===== src/rtl/alu_pkg.sv =====
// Shared definitions for the ALU writeback slice: flag bit positions, merge classes, FSM states.
// Optional UNDOC_XY_FLAGS_EN keeps the undocumented X/Y flag bits (5 and 3) in F; otherwise they read 0.
package alu_pkg;

   localparam int unsigned FLAG_S = 7;
   localparam int unsigned FLAG_Z = 6;
   localparam int unsigned FLAG_Y = 5;
   localparam int unsigned FLAG_H = 4;
   localparam int unsigned FLAG_X = 3;
   localparam int unsigned FLAG_P = 2;
   localparam int unsigned FLAG_N = 1;
   localparam int unsigned FLAG_C = 0;

   typedef enum logic [1:0] {
      FclassAll    = 2'b00,
      FclassIncDec = 2'b01,
      FclassAdd16  = 2'b10,
      FclassCmp    = 2'b11
   } fclass_e;

   typedef enum logic [1:0] {
      StIdle = 2'b00,
      StWrLo = 2'b01,
      StWrHi = 2'b10
   } state_e;

`ifdef UNDOC_XY_FLAGS_EN
   localparam logic [7:0] F_RESET = 8'hFF;
`else
   localparam logic [7:0] F_RESET = 8'hD7;
`endif

   // Every path into F goes through this so X/Y handling lives in one place.
   function automatic logic [7:0] xy_mask(input logic [7:0] f);
      logic [7:0] r;
      r = f;
`ifndef UNDOC_XY_FLAGS_EN
      r[FLAG_Y] = 1'b0;
      r[FLAG_X] = 1'b0;
`endif
      return r;
   endfunction

endpackage


===== src/rtl/flag_merge.sv =====
// Combinational flag merge: combines old F with adder flags according to the instruction class.
// X/Y bits follow UNDOC_XY_FLAGS_EN via alu_pkg::xy_mask.
module flag_merge
   import alu_pkg::*;
(
   input  logic [7:0] f_old,
   input  logic [7:0] flags_in,
   input  logic [1:0] fclass,
   output logic [7:0] f_new
);

   logic [7:0] merged;

   always_comb begin
      merged = flags_in;
      unique case (fclass_e'(fclass))
         FclassIncDec: merged[FLAG_C] = f_old[FLAG_C];
         FclassAdd16: begin
            merged[FLAG_S] = f_old[FLAG_S];
            merged[FLAG_Z] = f_old[FLAG_Z];
            merged[FLAG_P] = f_old[FLAG_P];
         end
         default: ;
      endcase
      f_new = xy_mask(merged);
   end

endmodule


===== src/rtl/alu_writeback.sv =====
// ALU writeback stage: merges flags into F on transfer and writes 8/16-bit results to the byte RF.
// Honours UNDOC_XY_FLAGS_EN (see alu_pkg) for the X/Y flag bits.
module alu_writeback
   import alu_pkg::*;
#(
   parameter int unsigned REG_ADDR_W = 3
) (
   input  logic                  clk,
   input  logic                  reset,
   input  logic                  valid_in,
   output logic                  ready_out,
   input  logic [15:0]           result,
   input  logic [7:0]            flags_in,
   input  logic                  size,
   input  logic [1:0]            fclass,
   input  logic [REG_ADDR_W-1:0] dest,
   input  logic                  f_load,
   input  logic [7:0]            f_load_data,
   output logic                  wr_en,
   output logic [REG_ADDR_W-1:0] wr_addr,
   output logic [7:0]            wr_data,
   input  logic                  wr_ready,
   output logic [7:0]            f_reg,
   output logic                  done
);

   state_e                  state_q, state_d;
   logic [15:0]             result_q;
   logic                    size_q;
   logic [REG_ADDR_W-1:0]   dest_q;
   logic [7:0]              f_q, f_d, f_merged;
   logic                    done_q, done_d;
   logic                    transfer;
   logic                    is_cmp;

   assign ready_out = (state_q == StIdle);
   assign transfer  = valid_in && ready_out;
   assign is_cmp    = (fclass_e'(fclass) == FclassCmp);
   assign f_reg     = f_q;
   assign done      = done_q;

   flag_merge u_flag_merge (
      .f_old    (f_q),
      .flags_in (flags_in),
      .fclass   (fclass),
      .f_new    (f_merged)
   );

   // A merge on transfer takes priority over a coincident POP AF load.
   always_comb begin
      f_d = f_q;
      if (transfer) begin
         f_d = f_merged;
      end else if (f_load) begin
         f_d = xy_mask(f_load_data);
      end
   end

   always_comb begin
      state_d = state_q;
      done_d  = 1'b0;
      wr_en   = 1'b0;
      wr_addr = '0;
      wr_data = '0;
      unique case (state_q)
         StIdle: begin
            if (transfer) begin
               if (is_cmp) begin
                  done_d = 1'b1;
               end else begin
                  state_d = StWrLo;
               end
            end
         end
         StWrLo: begin
            wr_en   = 1'b1;
            wr_data = result_q[7:0];
            wr_addr = size_q ? {dest_q[REG_ADDR_W-1:1], 1'b1} : dest_q;
            if (wr_ready) begin
               if (size_q) begin
                  state_d = StWrHi;
               end else begin
                  state_d = StIdle;
                  done_d  = 1'b1;
               end
            end
         end
         StWrHi: begin
            wr_en   = 1'b1;
            wr_data = result_q[15:8];
            wr_addr = {dest_q[REG_ADDR_W-1:1], 1'b0};
            if (wr_ready) begin
               state_d = StIdle;
               done_d  = 1'b1;
            end
         end
         default: state_d = StIdle;
      endcase
   end

   always_ff @(posedge clk) begin
      if (reset) begin
         state_q  <= StIdle;
         result_q <= '0;
         size_q   <= 1'b0;
         dest_q   <= '0;
         f_q      <= F_RESET;
         done_q   <= 1'b0;
      end else begin
         state_q <= state_d;
         f_q     <= f_d;
         done_q  <= done_d;
         if (transfer) begin
            result_q <= result;
            size_q   <= size;
            dest_q   <= dest;
         end
      end
   end

endmodule

===== config.mk =====
export PLATFORM = sky130hd
export DESIGN_NAME = alu_writeback
export DESIGN_NICKNAME = d
export VERILOG_FILES = /design/src/rtl/alu_pkg.sv /design/src/rtl/flag_merge.sv /design/src/rtl/alu_writeback.sv
export SDC_FILE = /design/constraint.sdc
export NUM_CORES = 1
export LEC_CHECK = 0
export ABC_AREA = 1
export CAP_MARGIN = 20
export CORE_ASPECT_RATIO = 1.2
export CORE_MARGIN = 1
export CORE_UTILIZATION = 44
export CTS_BUF_LIST = sky130_fd_sc_hd__clkbuf_16
export CTS_CLUSTER_SIZE = 28
export DETAILED_ROUTE_END_ITERATION = 6
export PLACE_DENSITY = 0.84
export SYNTH_ARGS = -nofsm -noshare
export SYNTH_HDL_FRONTEND = slang
export SYNTH_SLANG_ARGS = --single-unit

===== constraint.sdc =====
create_clock -name clk -period 2.56 [get_ports clk]
set_clock_uncertainty 0.05 [all_clocks]
set_input_delay 0.384 -clock clk [delete_from_list [all_inputs] [get_ports clk]]
set_output_delay 0.384 -clock clk [all_outputs]
set_load 0.02 [all_outputs]

* Word-level counts from Yosys, hierarchy flattened *
Cells that the tools add are included.

storage, ports and cells
  bits in registers = 29
  bits in latches = 0
  bits in writable memories = 0
  bits in read-only memories = 0
  input port bits = 43
  output and inout port bits = 22
  logic and storage cells = 47
  memories = 0

operators by class
  add/sub/neg operators = 0
  $mul = 0
  divide/modulo/power cells = 0
  order comparisons = 0
  eq/ne operators = 11
  shift-type cells = 0
  multiplexer cells = 21
  bitwise operators = 0
  reduce and logical (&&, ||, !) cells = 7

operators by type and width
  cell                                           number
  2-to-1 mux 8 bit                               2
  one-hot mux 8 bit (2 select lines)             1
  2-to-1 mux 2 bit                               6
  != test 2 bit, second input constant           5
  2-to-1 mux 1 bit                               9
  == test 2 bit, second input constant           3
  one-hot mux 2 bit (3 select lines)             1
  one-hot mux 3 bit (2 select lines)             1
  == test 2 x 1 -> 1 bit, second input constant  2
  AND reduction 2 bit                            2
  AND reduction 4 bit                            1
  one-hot mux 1 bit (3 select lines)             1
  logical NOT 2 bit                              1
  != test 2 x 1 -> 1 bit, second input constant  1
  nonzero test 2 bit                             1
  OR reduction 2 bit                             1
  logical AND 1 bit                              1

* Logic depth before layout (Yosys ltp) *
Gate-level depths: netlist of the first run.

  depth in word-level cells = 4
  mapped depth = 9
  depth with buffers taken out = 9

* Modules after synthesis *
A second synthesis of the first run with hierarchy kept.

second synthesis, totals
  cells, all modules = 219
  area total of the unflattened synthesis = 1496.4 µm²

by module, submodules not included
  module         instances  cells an instance  area each (µm²)  sequential area each (µm²)
  alu_writeback  1          198                1395.1           620.6
  flag_merge     1          21                 101.3            0.0

* Least setup slack after synthesis of the first run *
Ideal clock, no wire load.

  path kind = flip-flop to output port
  start point = register state_q[0]
  end point = output wr_data[0]
  arrival time = 1477 ps
  data required time = 2126 ps
  path slack = 649 ps
  stages on the path, launching flop included = 5
  cell sequence = dfxtp_1 inv_1 ha_1 clkinv_1 a21oi_1

on the way
  word-level cells in the longest chain between the ends = 2
  elaborated cells between the ends (all ways) = 3

RTL lines
  what                                                     RTL line              source
  start: declaration                                       alu_writeback.sv:27   state_e state_q, state_d;
  start signal: assignment                                 alu_writeback.sv:103  state_q <= StIdle;
  start signal: assignment                                 alu_writeback.sv:110  state_q <= state_d;
  == test 2 bit or == test 2 x 1 -> 1 bit (tied branches)  alu_writeback.sv:65   unique case (state_q)
  one-hot mux 8 bit (2 select lines) *                     alu_writeback.sv:65
  end: declaration                                         alu_writeback.sv:21   output logic [7:0] wr_data,

Every way passes the cells marked *; elsewhere a longest branch is shown, timed or not.

* Final worst setup path of the first run *
  start point = register state_q[0]
  end point = output wr_addr[1]

on the way
  word-level cells in the longest chain between the ends = 2
  elaborated cells between the ends (all ways) = 3

RTL lines
  what                                                     RTL line             source
  == test 2 bit or == test 2 x 1 -> 1 bit (tied branches)  alu_writeback.sv:65
  one-hot mux 3 bit (2 select lines) *                     alu_writeback.sv:65
  end: declaration                                         alu_writeback.sv:20  output logic [REG_ADDR_W-1:0] wr_addr,

Marks and branches as above.

==> results.md, run 1 <==
* Clock-pin transition on the worst setup and hold timing paths at 0.05 ns
* Main synth FF type: dfxtp_1
* Worst hold path class: flop to flop
* Antenna Cells at 0
* Seq/Total Area, Yosys at 0.4074
* Port Buffers at 58
* Netlist area before placement at 1425 sq um
* Status: finished, final reports clean
* Clock root cell: clkbuf_16
* Clock buffer depth at 2
* Max Slew Vio Count at 0
* Setup TNS at 0 ns
* Max Freq at 431.9 MHz
* Nets at 320
* Vias after detailed routing at 1497
* GRT Total Usage at 0.2281
* Fin. Hold Viols at 0
* Asr flop ratio synth at 0
* Die area at 3471 sq um
* Syn Area/Cell at 6.628 sq um
* Flop2flop setup slack at 0.64 ns
* Register-to-Register Path Depth at 8
* Initial DRC count at 30
* CP Max Fanout at 4
* I/O pin count at 65
* RSZ-0062 raised after global routing: false
* First drt pass iteration count at 4
* Max-cap viol count at 0
* Final ANT Viol Nets at 0
* GRT overflow at 0
* Unique cell type count in the Yosys netlist at 20
* RePlAce Congestion at 0.7764
* Crit path DAT at 1.88 ns
* Power Density at 977.9 nW/um^2
* Hold-fix buffers at CTS at 0
* DR vias/cell at 4.860
* Final period utilization at 0.9044
* Total Wirelength at 3.438 mm
* Most frequent cells in the layout: nand2_1 (54), nor2_1 (54), clkdlybuf4s50_1 (49)
* Number of synthesized flops with an enable pin at 0
* Min cycle time layout at 2.315 ns
* Core Region at 3083 sq um
* Final core occ at 0.6989
* Area Growth Syn to Fin at 51.19%
* Worst hold stages at 2
* Starting Density at 0.4623
* Synth warn at 0
* Row Count at 22
* Cell count after synthesis at 215
* Routed wire length per instance at 11.16 um
* Critical path required time at 2.13 ns
* First-pass GRT wire length at 5.692 mm
* Worst skew pair latency at 0.27 ns
* Die Wd at 53.95 um
* Largest net degree at the start of global routing at 29
* Hold Slack at 0.4117 ns
* H-Tree Depth at 2
* Fillers at 282
* Number of global-route vias before repair at 1370
* Max reg flops at 16
* DRC violations left at 0
* DP HPWL at 2.381 mm
* Initial antenna violation count at 0
* Startpoint types: flop
* Setup bufs post-CTS at 0
* Setup violations, final at 0
* Cts bufs inserted at 5
* Peak VDD IR at 0.7223 mV
* Critical path class: flop to output pin
* TritonCTS clock tree: done
* Pleak at 1.071 nW
* Layout cells sized above 1 at 0.05515
* CTS Sinks at 29
* Die outline height at 64.34 um
* Yosys reg bits at 29
* Total power at 0.002107 W
* Endpoint class of the critical path: output pin
[final cells by class]
| class | count | area [sq um] | area share |
|---|---|---|---|
| multi-input cells | 163 | 726.9 | 0.3374 |
| repair buffers | 60 | 618.1 | 0.2869 |
| inverters | 13 | 51.30 | 0.02381 |
| flip-flops and latches | 29 | 580.6 | 0.2695 |
| clock inverters | 2 | 7.507 | 0.003484 |
| well taps | 36 | 45.04 | 0.02091 |
| clock buffers | 5 | 125.1 | 0.05807 |
[cell usage after synthesis, types with 2 or more instances]
| library cell | number | area [sq um] |
|---|---|---|
| o21ai_0 | 14 | 70.07 |
| o21ai_1 | 10 | 50.05 |
| ha_1 | 5 | 62.56 |
| clkinv_1 | 2 | 7.510 |
| inv_1 | 9 | 33.78 |
| dfxtp_1 | 29 | 580.6 |
| buf_6 | 2 | 22.52 |
| nand4_1 | 2 | 12.51 |
| buf_4 | 4 | 30.03 |
| buf_2 | 4 | 20.02 |
| nand2_1 | 54 | 202.7 |
| a21oi_1 | 9 | 45.04 |
| nand3_1 | 10 | 50.05 |
| nor2_1 | 54 | 202.7 |
| nand2_2 | 2 | 12.51 |
[what timing repair did]
item / in CTS / in global routing
gates resized for setup: 1 / 11
setup endpoints to repair: 9 / 11
hold endpoints to repair: 0 / 0
[cell families after synthesis]
family | after synthesis | share of synthesized area
adders and majority gates | 5 | 0.04390
and+or+nand+nor | 123 | 0.3415
DFF | 29 | 0.4074
AOI/OAI and AO/OA | 33 | 0.1159
other | 1 | 0.002631
buffers and inverters | 24 | 0.08867
[path summary, 6_finish.rpt]
check             startpoint    endpoint
hold reg to reg     f_reg[1]    f_reg[1]
hold / removal      f_reg[1]    f_reg[1]
setup reg to reg  state_q[0]    f_reg[2]
setup / recovery  state_q[0]  wr_addr[1]
[worst max-delay path, cell delays in order, from the launching register on]
cell,delay [ns]
dfxtp_1,0.38
inv_1,0.10
ha_1,0.36
nand2_1,0.07
nor2_1,0.10
clkdlybuf4s50_1,0.60
[where the power goes]
part | switching (W) | internal [W] | leakage [nW]
logic | 0.000544 | 0.000366 | 0.762
registers | 0.0000751 | 0.000592 | 0.241
clock network | 0.000184 | 0.000345 | 0.0685
[through the flow]
step | cells | setup slack [ns] | area [sq um]
after global placement | 301 | 0.2310 | 1993
after floorplan | 216 | 0.6492 | 1429
after global routing | 308 | 0.09058 | 2155
after detailed placement | 301 | 0.1971 | 1993
after CTS | 308 | 0.04619 | 2127
final | 308 | 0.2449 | 2155
[routing by layer]
metal | wire, um | part of all wire | global-route usage
met5 | 0 | 0 | 0
met4 | 81 | 0.024 | 0.1151
met3 | 259 | 0.075 | 0.07857
met2 | 1659 | 0.48 | 0.3843
met1 | 1438 | 0.42 | 0.2402
Power figures use the tool's default switching activity.
==> run 2, diff against run 1 <==
--- a/config.mk
+++ b/config.mk
@@ -7,13 +7,13 @@
 export LEC_CHECK = 0
 export ABC_AREA = 1
 export CAP_MARGIN = 20
-export CORE_ASPECT_RATIO = 1.2
+export CORE_ASPECT_RATIO = 1.1
 export CORE_MARGIN = 1
-export CORE_UTILIZATION = 44
+export CORE_UTILIZATION = 37
 export CTS_BUF_LIST = sky130_fd_sc_hd__clkbuf_16
 export CTS_CLUSTER_SIZE = 28
 export DETAILED_ROUTE_END_ITERATION = 6
-export PLACE_DENSITY = 0.84
+export PLACE_DENSITY = 0.76
 export SYNTH_ARGS = -nofsm -noshare
 export SYNTH_HDL_FRONTEND = slang
 export SYNTH_SLANG_ARGS = --single-unit
==> constraint.sdc (replaced) <==
create_clock -name clk -period 2 [get_ports clk]
set_clock_uncertainty 0.05 [all_clocks]
set_input_delay 0.3 -clock clk [delete_from_list [all_inputs] [get_ports clk]]
set_output_delay 0.3 -clock clk [all_outputs]
set_load 0.02 [all_outputs]
==> run 2 against run 1 <==
Sequential power grew 31%. Die area increased by 18%. Via count up 3.2%. Cell count increased by 6.8%. Global-route usage fell by 3.2 points. First-iteration DRC count grew to 2.5 times the previous value. Sequential share of layout area is 0.75 points lower. Critical endpoint unchanged. Register-to-register slack worse by 0.20 ns. Combinational power grew 46%. Cell area is 3.3% higher. Hold slack worse by 0.0069 ns.
==> results.md, run 2 (synthesis gave the netlist of run 1 again) <==
* Status: finished, final reports clean
* First-pass GRT wire length at 5.899 mm (+3.6%)
* Cts bufs inserted at 5 (unchanged)
* Placed instance area at 2068 sq um (+3.8%)
* Initial antenna violation count at 0 (unchanged)
* Flop2flop setup slack at 0.44 ns (-0.20 ns)
* Number of global-route vias before repair at 1376 (+0.44%)
* Max reg flops at 16 (unchanged)
* Antenna Cells at 0 (unchanged)
* Endpoint class of the critical path: output pin
* Row Count at 23 (+4.5%)
* Area Growth Syn to Fin at 56.19%
* Slowest cell on the critical path: dfxtp_2
* DR vias/cell at 4.696 (-3.4%)
* Min cycle time layout at 1.902 ns
* Met3 wire length at 230 um (-11%)
* Critical path required time at 1.65 ns (-0.48 ns)
* First drt pass iteration count at 5 (+1)
* Worst-path cell chain: inv_2, ha_4, buf_4, nand2_1, nor2_1, clkdlybuf4s15_2
* RePlAce Congestion at 0.7731 (-0.43%)
* Clock buffer depth at 2 (unchanged)
* Met2 WL at 1.860 mm (+12%)
* GRT Total Usage at 0.1957 (-0.03241)
* GRT overflow at 0 (unchanged)
* Final core occ at 0.6090 (-0.08983)
* Startpoint types: flop
* Starting Density at 0.3899 (-0.07232)
* Initial DRC count at 75 (+150%)
* Core Region at 3655 sq um (+19%)
* Setup violations, final at 0 (unchanged)
* Port Buffers at 58 (unchanged)
* Max incr delay on CP at 0.37 ns (-0.23 ns)
* TritonCTS clock tree: done
* Routed wire length per instance at 11.39 um (+2.1%)
* Die Wd at 61.18 um (+13%)
* Uppermost layer routed: met4
* H-Tree Depth at 2 (unchanged)
* Largest net degree at the start of global routing at 23 (-21%)
* DP HPWL at 2.639 mm (+11%)
* Worst skew pair latency at 0.27 ns (about the same)
* Most frequent cells in the layout: nand2_1 (54), nor2_1 (54), clkdlybuf4s50_1 (46)
* Total Wirelength at 3.748 mm (+9.0%)
* DRC violations left at 0 (unchanged)
* Crit path DAT at 1.55 ns (-0.33 ns)
* CP Max Fanout at 3 (-1)
* Max Freq at 525.8 MHz
* Setup TNS at 0 ns (unchanged)
* Max Slew Vio Count at 0 (unchanged)
* Vias after detailed routing at 1545 (+3.2%)
* Pleak at 0.9580 nW (-11%)
* Fin. Hold Viols at 0 (unchanged)
* RSZ-0062 raised after global routing: false
* Final period utilization at 0.9509
* Worst hold path class: flop to flop
* Critical path class: flop to output pin
* CTS Sinks at 29 (unchanged)
* Max-cap viol count at 0 (unchanged)
* Power Density at 1292 nW/um^2 (+32%)
* Layout cells sized above 1 at 0.1362 (+0.08105)
* Final ANT Viol Nets at 0 (unchanged)
* Die area at 4104 sq um (+18%)
* Die outline height at 67.09 um (+4.3%)
* Clock-pin transition on the worst setup and hold timing paths at 0.05 ns (about the same)
* Clock root cell: clkbuf_16
* Setup bufs post-CTS at 0 (unchanged)
* Peak VDD IR at 0.7881 mV (+9.1%)
* I/O pin count at 65 (unchanged)
* Final instance area at 2226 sq um (+3.3%)
* Met1 WL at 1.612 mm (+12%)
* Hold Slack at 0.4048 ns (-0.006917 ns)
* Total power at 0.002876 W (+36%)
* Nets at 326 (+1.9%)
[run 2: cell types whose count changed in the layout (fill, tap and decap cells not counted), sizes merged]
| cell | before | now |
|---|---|---|
| dlymetal6s2s | 9 | 0 |
| buf | 2 | 9 |
| clkbuf | 5 | 10 |
| clkdlybuf4s15 | 0 | 5 |
| clkdlybuf4s50 | 49 | 46 |
| clkinv | 4 | 5 |
| dlygate4sd2 | 0 | 1 |
[run 2: timing repair]
item / 4_1_cts / 5_1_grt
cloned: 0 / 0
hold buffers: 0 / 0
setup endpoints to repair: 12 / 12
gates resized for setup: 32 / 15
[run 2: final timing paths]
check                           startpoint    endpoint  depth (start not counted)
worst max-delay path            state_q[0]  wr_addr[1]                          6
worst min-delay path              f_reg[6]    f_reg[6]                          2
worst max register to register  state_q[0]      size_q                          7
worst min register to register    f_reg[6]    f_reg[6]                          2
[run 2: worst max-delay path, delay by kind of cell (launching register included)]
kind | cells | cell delay (ns)
adder cells (fa/ha/maj) | 1 | 0.29
AND/OR/NAND/NOR | 2 | 0.15
buffers and inverters | 3 | 0.47
flip-flops | 1 | 0.37
[run 2: per-stage QoR]
| stage | instances | setup WS (ns) |
|---|---|---|
| 2_1_floorplan | 216 | 0.1732 |
| 3_3_place_gp | 321 | -0.1102 |
| 3_5_place_dp | 321 | -0.1498 |
| 4_1_cts | 329 | 0.003244 |
| 5_1_grt | 329 | 0.01097 |
| 6_report | 329 | 0.09820 |
[run 2: per-layer routing]
metal	track usage	vias up
li1	-	799
met1	0.2358	691
met2	0.3342	48
met3	0.05437	7
met4	0.05114	0
met5	0	-
[run 2: power by group]
group / internal [W] / switching (W)
clock: 0.000447 / 0.000230
sequential: 0.000762 / 0.000110
combinational: 0.000573 / 0.000753
total: 0.00178 / 0.00109
[run 2: layout make-up]
type | count | area (sq um)
tap | 50 | 62.56
multi-input combinational | 163 | 759.5
timing repair buffer | 66 | 630.6
clock buffer | 5 | 125.1
inverter | 13 | 52.55
sequential | 29 | 583.1
fill | 356 | 1429
clock inverter | 3 | 12.51
==> edit 1, RTL diff (settings of run 1) <==
Re-encode `state_e` (3 states) as one-hot, 3 bits wide.
--- a/src/rtl/alu_pkg.sv
+++ b/src/rtl/alu_pkg.sv
@@ -20,6 +20,6 @@
 
-   typedef enum logic [1:0] {
-      StIdle = 2'b00,
-      StWrLo = 2'b01,
-      StWrHi = 2'b10
+   typedef enum logic [2:0] {
+      StIdle = 3'b001,
+      StWrLo = 3'b010,
+      StWrHi = 3'b100
    } state_e;
Function: same outputs for any inputs over 10 cycles, from zero or initial values and one cycle with reset high; not proved beyond that.
==> edit 1 against run 1 <==
Synthesized cell count is 1.4% higher. Power increased by 10%. Largest cell class unchanged. Routed wire length is 8.3% higher. Area after synthesis grew 4.1%. Fmax decreased by 6.0%. Setup slack lost 150 ps. First-iteration DRC count increased by 20%. Sequential cell count up 1. Cell area is 1.6% higher.
==> edit 1: results (changes against run 1) <==
| Metric | Value |
|---|---|
| Nets | `317 (was 320)` |
| Resized cells post-CTS | `0 (was 1)` |
| Final GP Congestion | `0.850 (was 0.776)` |
| Leak Pwr | `0.000960 uW (was 0.00107 uW)` |
| Worst-Margin Slew | `628 ps` |
| Worst EP arrival | `2030 ps (was 1880 ps)` |
| Top cells by area, synth | `dfxtp_1, nor2_1, nand3_1 (was dfxtp_1, nand2_1, nor2_1)` |
| Worst-path maximum fanout | `14 (was 4)` |
| Post-synth top cells | `nor2_1, nand2_1, nand3_1 (was nand2_1, nor2_1, dfxtp_1)` |
| Async SR Flop Fraction | `0% (unchanged)` |
| IO Port Bufs | `58 (unchanged)` |
| WL final | `3720 um (was 3440 um)` |
| Deepest clock path buffer count | `2 (unchanged)` |
| Layout cells sized above 1 | `8.03% (was 5.51%)` |
| Yosys warns | `0 (unchanged)` |
| Reg clk slew, reported paths | `50 ps (about the same)` |
| Ys flop type | `dfxtp_1 (unchanged)` |
| First-pass GRT wire length | `6050 um (was 5690 um)` |
| Post-CTS repair timing setup buffer count | `0 (unchanged)` |
| Antenna violations before repair | `0 (unchanged)` |
| Synth unique cells | `22 (was 20)` |
| Dpl hpwl | `2570 um (was 2380 um)` |
| DRT Pass-1 Iters | `5 (was 4)` |
| Skew-Pair Late Insertion Delay | `270 ps (about the same)` |
| Diodes inserted | `0 (unchanged)` |
| Status | `complete, no violations (unchanged)` |
| Clk root buf | `clkbuf_16 (unchanged)` |
| Inserted Clock Buffers | `5 (unchanged)` |
| Vias in the first global route | `1443 (was 1370)` |
| Seq/Total Area, Yosys | `40.5% (was 40.7%)` |
| Drt via density | `5.04 (was 4.86)` |
| Max reg flops | `16 (unchanged)` |
| VDD IR max | `0.682 mV (was 0.722 mV)` |
| Largest net degree at the start of global routing | `34 (was 29)` |
| DR iter-0 viols | `36 (was 30)` |
| GRT Total Usage | `23.2% (was 22.8%)` |
| H-tree depth | `2 (unchanged)` |
| Hold/Removal Path Class | `register to register (unchanged)` |
edit 1: changes by cell type after synthesis, sizes merged, moves of 3 or more:
cell	run 1	this run
a21oi	9	4
ha	5	0
nand2	56	40
nand3	10	35
nand4	2	5
edit 1: cell families after synthesis:
family	Yosys count	synth area share [%]
flops	30	40.5
other cells	1	0.253
buf+inv	27	9.70
compound gates	27	9.11
simple gates	133	40.5
edit 1: path summary, 6_finish.rpt:
check | start | end | slack (ps) | cells past startpoint
min reg2reg | dest_q[1]$_SDFFE_PP0N_ | dest_q[1]$_SDFFE_PP0N_ | 420 | 2
max | state_q[2]$_SDFFE_PP0P_ | wr_data[5] | 100 | 5
min | dest_q[1]$_SDFFE_PP0N_ | dest_q[1]$_SDFFE_PP0N_ | 420 | 2
max reg2reg | state_q[2]$_SDFFE_PP0P_ | f_reg[6]$_SDFFE_PP1P_ | 790 | 6
edit 1: where the power goes:
group	switching (uW)	internal, uW	leakage (uW)
registers	143	633	0.000248
logic	608	402	0.000642
clock network	190	349	0.0000694
total	941	1380	0.000960
edit 1: routing by layer:
layer	vias up	share of wire (%)	GRT usage, %
li1	820	-	-
met1	677	42	25.4
met2	59	50	39.0
met3	6	7.1	7.18
met4	0	1.7	10.9
met5	-	0	0
edit 1: cell type report:
class                   count  area, um2
clock buffers               5        125
multi-input cells         162        743
inverters                  13       53.8
well taps                  36       45.0
clock inverters             2       10.0
repair buffers             62        611
flip-flops and latches     30        601
fillers                   280        950
edit 1: through the flow:
step | cells | power, uW | hold slack, ps | setup WS, ps | cell area, um2
detailed placement | 303 | 1780 | 406 | 402 | 2050
CTS | 310 | 2330 | 413 | 110 | 2190
global placement | 303 | 1760 | 393 | 449 | 2050
finish | 310 | 2330 | 418 | 97.1 | 2190
global route | 310 | 2500 | 449 | 8.61 | 2190
floorplan | 219 | 1490 | 381 | 885 | 1490
edit 1: critical path, cell delays in order (launching register included):
cell,delay [ps]
dfxtp_1,710
nor2_1,140
buf_4,210
nand3_1,70
nand2_1,60
clkdlybuf4s50_1,570
==> edit 2, RTL diff (flow settings as in run 1) <==
Without the edit above. `REG_ADDR_W`: 3 -> 4.
--- a/src/rtl/alu_writeback.sv
+++ b/src/rtl/alu_writeback.sv
@@ -5,3 +5,3 @@
 #(
-   parameter int unsigned REG_ADDR_W = 3
+   parameter int unsigned REG_ADDR_W = 4
 ) (
Interface: changed (resized dest and wr_addr); port bits go from 65 to 67. The function was not compared with the original's and may differ.
==> edit 2 against run 1 <==
Global-route usage is 0.21 points higher. Area after synthesis grew 3.2%. Routed wire length increased by 5.8%. Sequential share of layout area barely moved. Cell area grew 3.5%. Count of clock-buffer cells in the layout unchanged. Sequential cell count rose by 1. Setup slack worse by 88 ps. Combinational power rose by 4.8%. Power up 4.7%.
==> edit 2: results (changes against run 1) <==
| Metric | Value |
|---|---|
| Status | `complete, no violations (unchanged)` |
| Reg clk slew, reported paths | `50 ps (about the same)` |
| IO Port Bufs | `60 (was 58)` |
| Synth unique cells | `18 (was 20)` |
| DRT Pass-1 Iters | `4 (unchanged)` |
| Fillers | `259 (was 282)` |
| Final GP Congestion | `0.783 (was 0.776)` |
| DR iter-0 viols | `28 (was 30)` |
| Worst R2R Setup Slack | `840 ps (was 640 ps)` |
| Leak Pwr | `0.00110 uW (was 0.00107 uW)` |
| Ys flop type | `dfxtp_1 (unchanged)` |
| First-pass GRT wire length | `6020 um (was 5690 um)` |
| Largest net degree at the start of global routing | `24 (was 29)` |
| Hold_sp | `f_reg[2]$_SDFFE_PP1P_ (was f_reg[1]$_SDFFE_PP1P_)` |
| Layout cells sized above 1 | `6.03% (was 5.51%)` |
| Post-CTS repair timing setup buffer count | `0 (unchanged)` |
| Skew-Pair Late Insertion Delay | `280 ps` |
| Worst EP arrival | `1970 ps (was 1880 ps)` |
| Async SR Flop Fraction | `0% (unchanged)` |
| Deepest clock path buffer count | `2 (unchanged)` |
| Diodes inserted | `0 (unchanged)` |
| R2r worst-path depth | `9 (was 8)` |
| Reg-to-reg endpoint | `f_reg[7]$_SDFFE_PP1P_ (was f_reg[2]$_SDFFE_PP1P_)` |
| WL final | `3640 um (was 3440 um)` |
| Max-cap violations | `0 (unchanged)` |
| H-tree depth | `2 (unchanged)` |
| Post-synth top cells | `nor2_1, nand2_1, dfxtp_1 (was nand2_1, nor2_1, dfxtp_1)` |
| GRT Total Usage | `23.0% (was 22.8%)` |
| Drt via density | `4.92 (was 4.86)` |
| Hold/Removal Path Class | `register to register (unchanged)` |
| Vias in the first global route | `1490 (was 1370)` |
| Yosys warns | `0 (unchanged)` |
| Antenna violations before repair | `0 (unchanged)` |
| Inserted Clock Buffers | `5 (unchanged)` |
| Top cells by area, synth | `dfxtp_1, nor2_1, nand2_1 (was dfxtp_1, nand2_1, nor2_1)` |
| Clk root buf | `clkbuf_16 (unchanged)` |
| Hold Path Sink | `f_reg[2]$_SDFFE_PP1P_ (was f_reg[1]$_SDFFE_PP1P_)` |
| Dpl hpwl | `2480 um (was 2380 um)` |
| Worst-path maximum fanout | `5 (was 4)` |
| VDD IR max | `0.686 mV (was 0.722 mV)` |
| Hold depth | `2 (unchanged)` |
| Max reg flops | `16 (unchanged)` |
| Nets | `330 (was 320)` |
| Critical Path Source | `state_q[0]$_SDFFE_PP0P_ (unchanged)` |
| Seq/Total Area, Yosys | `40.9% (was 40.7%)` |
edit 2: cell types whose count changed after synthesis, sizes merged:
cell    change
nand2       +1
inv         +2
dfxtp       +1
nor2        +3
clkinv      -2
o21ai       +1
clkbuf      +2
edit 2: cells by family (layout without fill, tap and decap cells):
family          Yosys count  after routing  synth area share (%)
other cells               1              2                 0.255
fa+ha+maj                 5              5                  4.26
flops                    30             30                  40.9
compound gates           34             34                  11.6
simple gates            127            127                  34.0
buf+inv                  26             84                  9.11
edit 2: layout make-up:
| cell class | instances | area share, % |
|---|---|---|
| flip-flops and latches | 30 | 26.9 |
| clock inverters | 3 | 0.730 |
| inverters | 13 | 2.24 |
| well taps | 36 | 2.02 |
| clock buffers | 5 | 5.61 |
| multi-input cells | 168 | 33.5 |
| repair buffers | 63 | 29.0 |
edit 2: worst max path at each step:
stage,slack [ps],end
4_1_cts,6,wr_addr[2]
5_1_grt,40,wr_addr[2]
3_3_place_gp,180,wr_data[7]
3_5_place_dp,160,wr_data[7]
6_report,160,wr_addr[2]
2_1_floorplan,630,wr_data[0]
edit 2: stage by stage:
step / utilization, % / hold slack [ps] / cells / worst slack [ps] / area, um2
finish: 71.7 / 402 / 318 / 157 / 2230
global route: 71.7 / 423 / 318 / 37.9 / 2230
global placement: 66.1 / 392 / 310 / 184 / 2060
CTS: 70.7 / 408 / 318 / 6.31 / 2200
detailed placement: 66.1 / 398 / 310 / 165 / 2060
floorplan: - / 399 / 224 / 626 / 1470
edit 2: timing repair:
action                                 CTS  global route
endpoints found under the hold margin    0             0
setup endpoints to repair                9            12
hold buffers                             0             0
resized for setup                        1            12
edit 2: power breakdown:
group          internal, uW  switching [uW]
Sequential              612            80.8
Combinational           382             572
Clock                   354             205
edit 2: critical path, stage by stage, from the launching register on:
cell and delay, ps:
dfxtp_1 390, inv_1 100, ha_1 400, nand2_1 80, nor2_1 110, clkdlybuf4s50_1 610
edit 2: layer usage:
layer	vias up	part of all wire (%)	GRT usage [%]
met1	702	43	23.5
met4	0	1.6	7.69
met5	-	0	0
met2	51	49	41.3
li1	807	-	-
met3	6	6.2	8.10
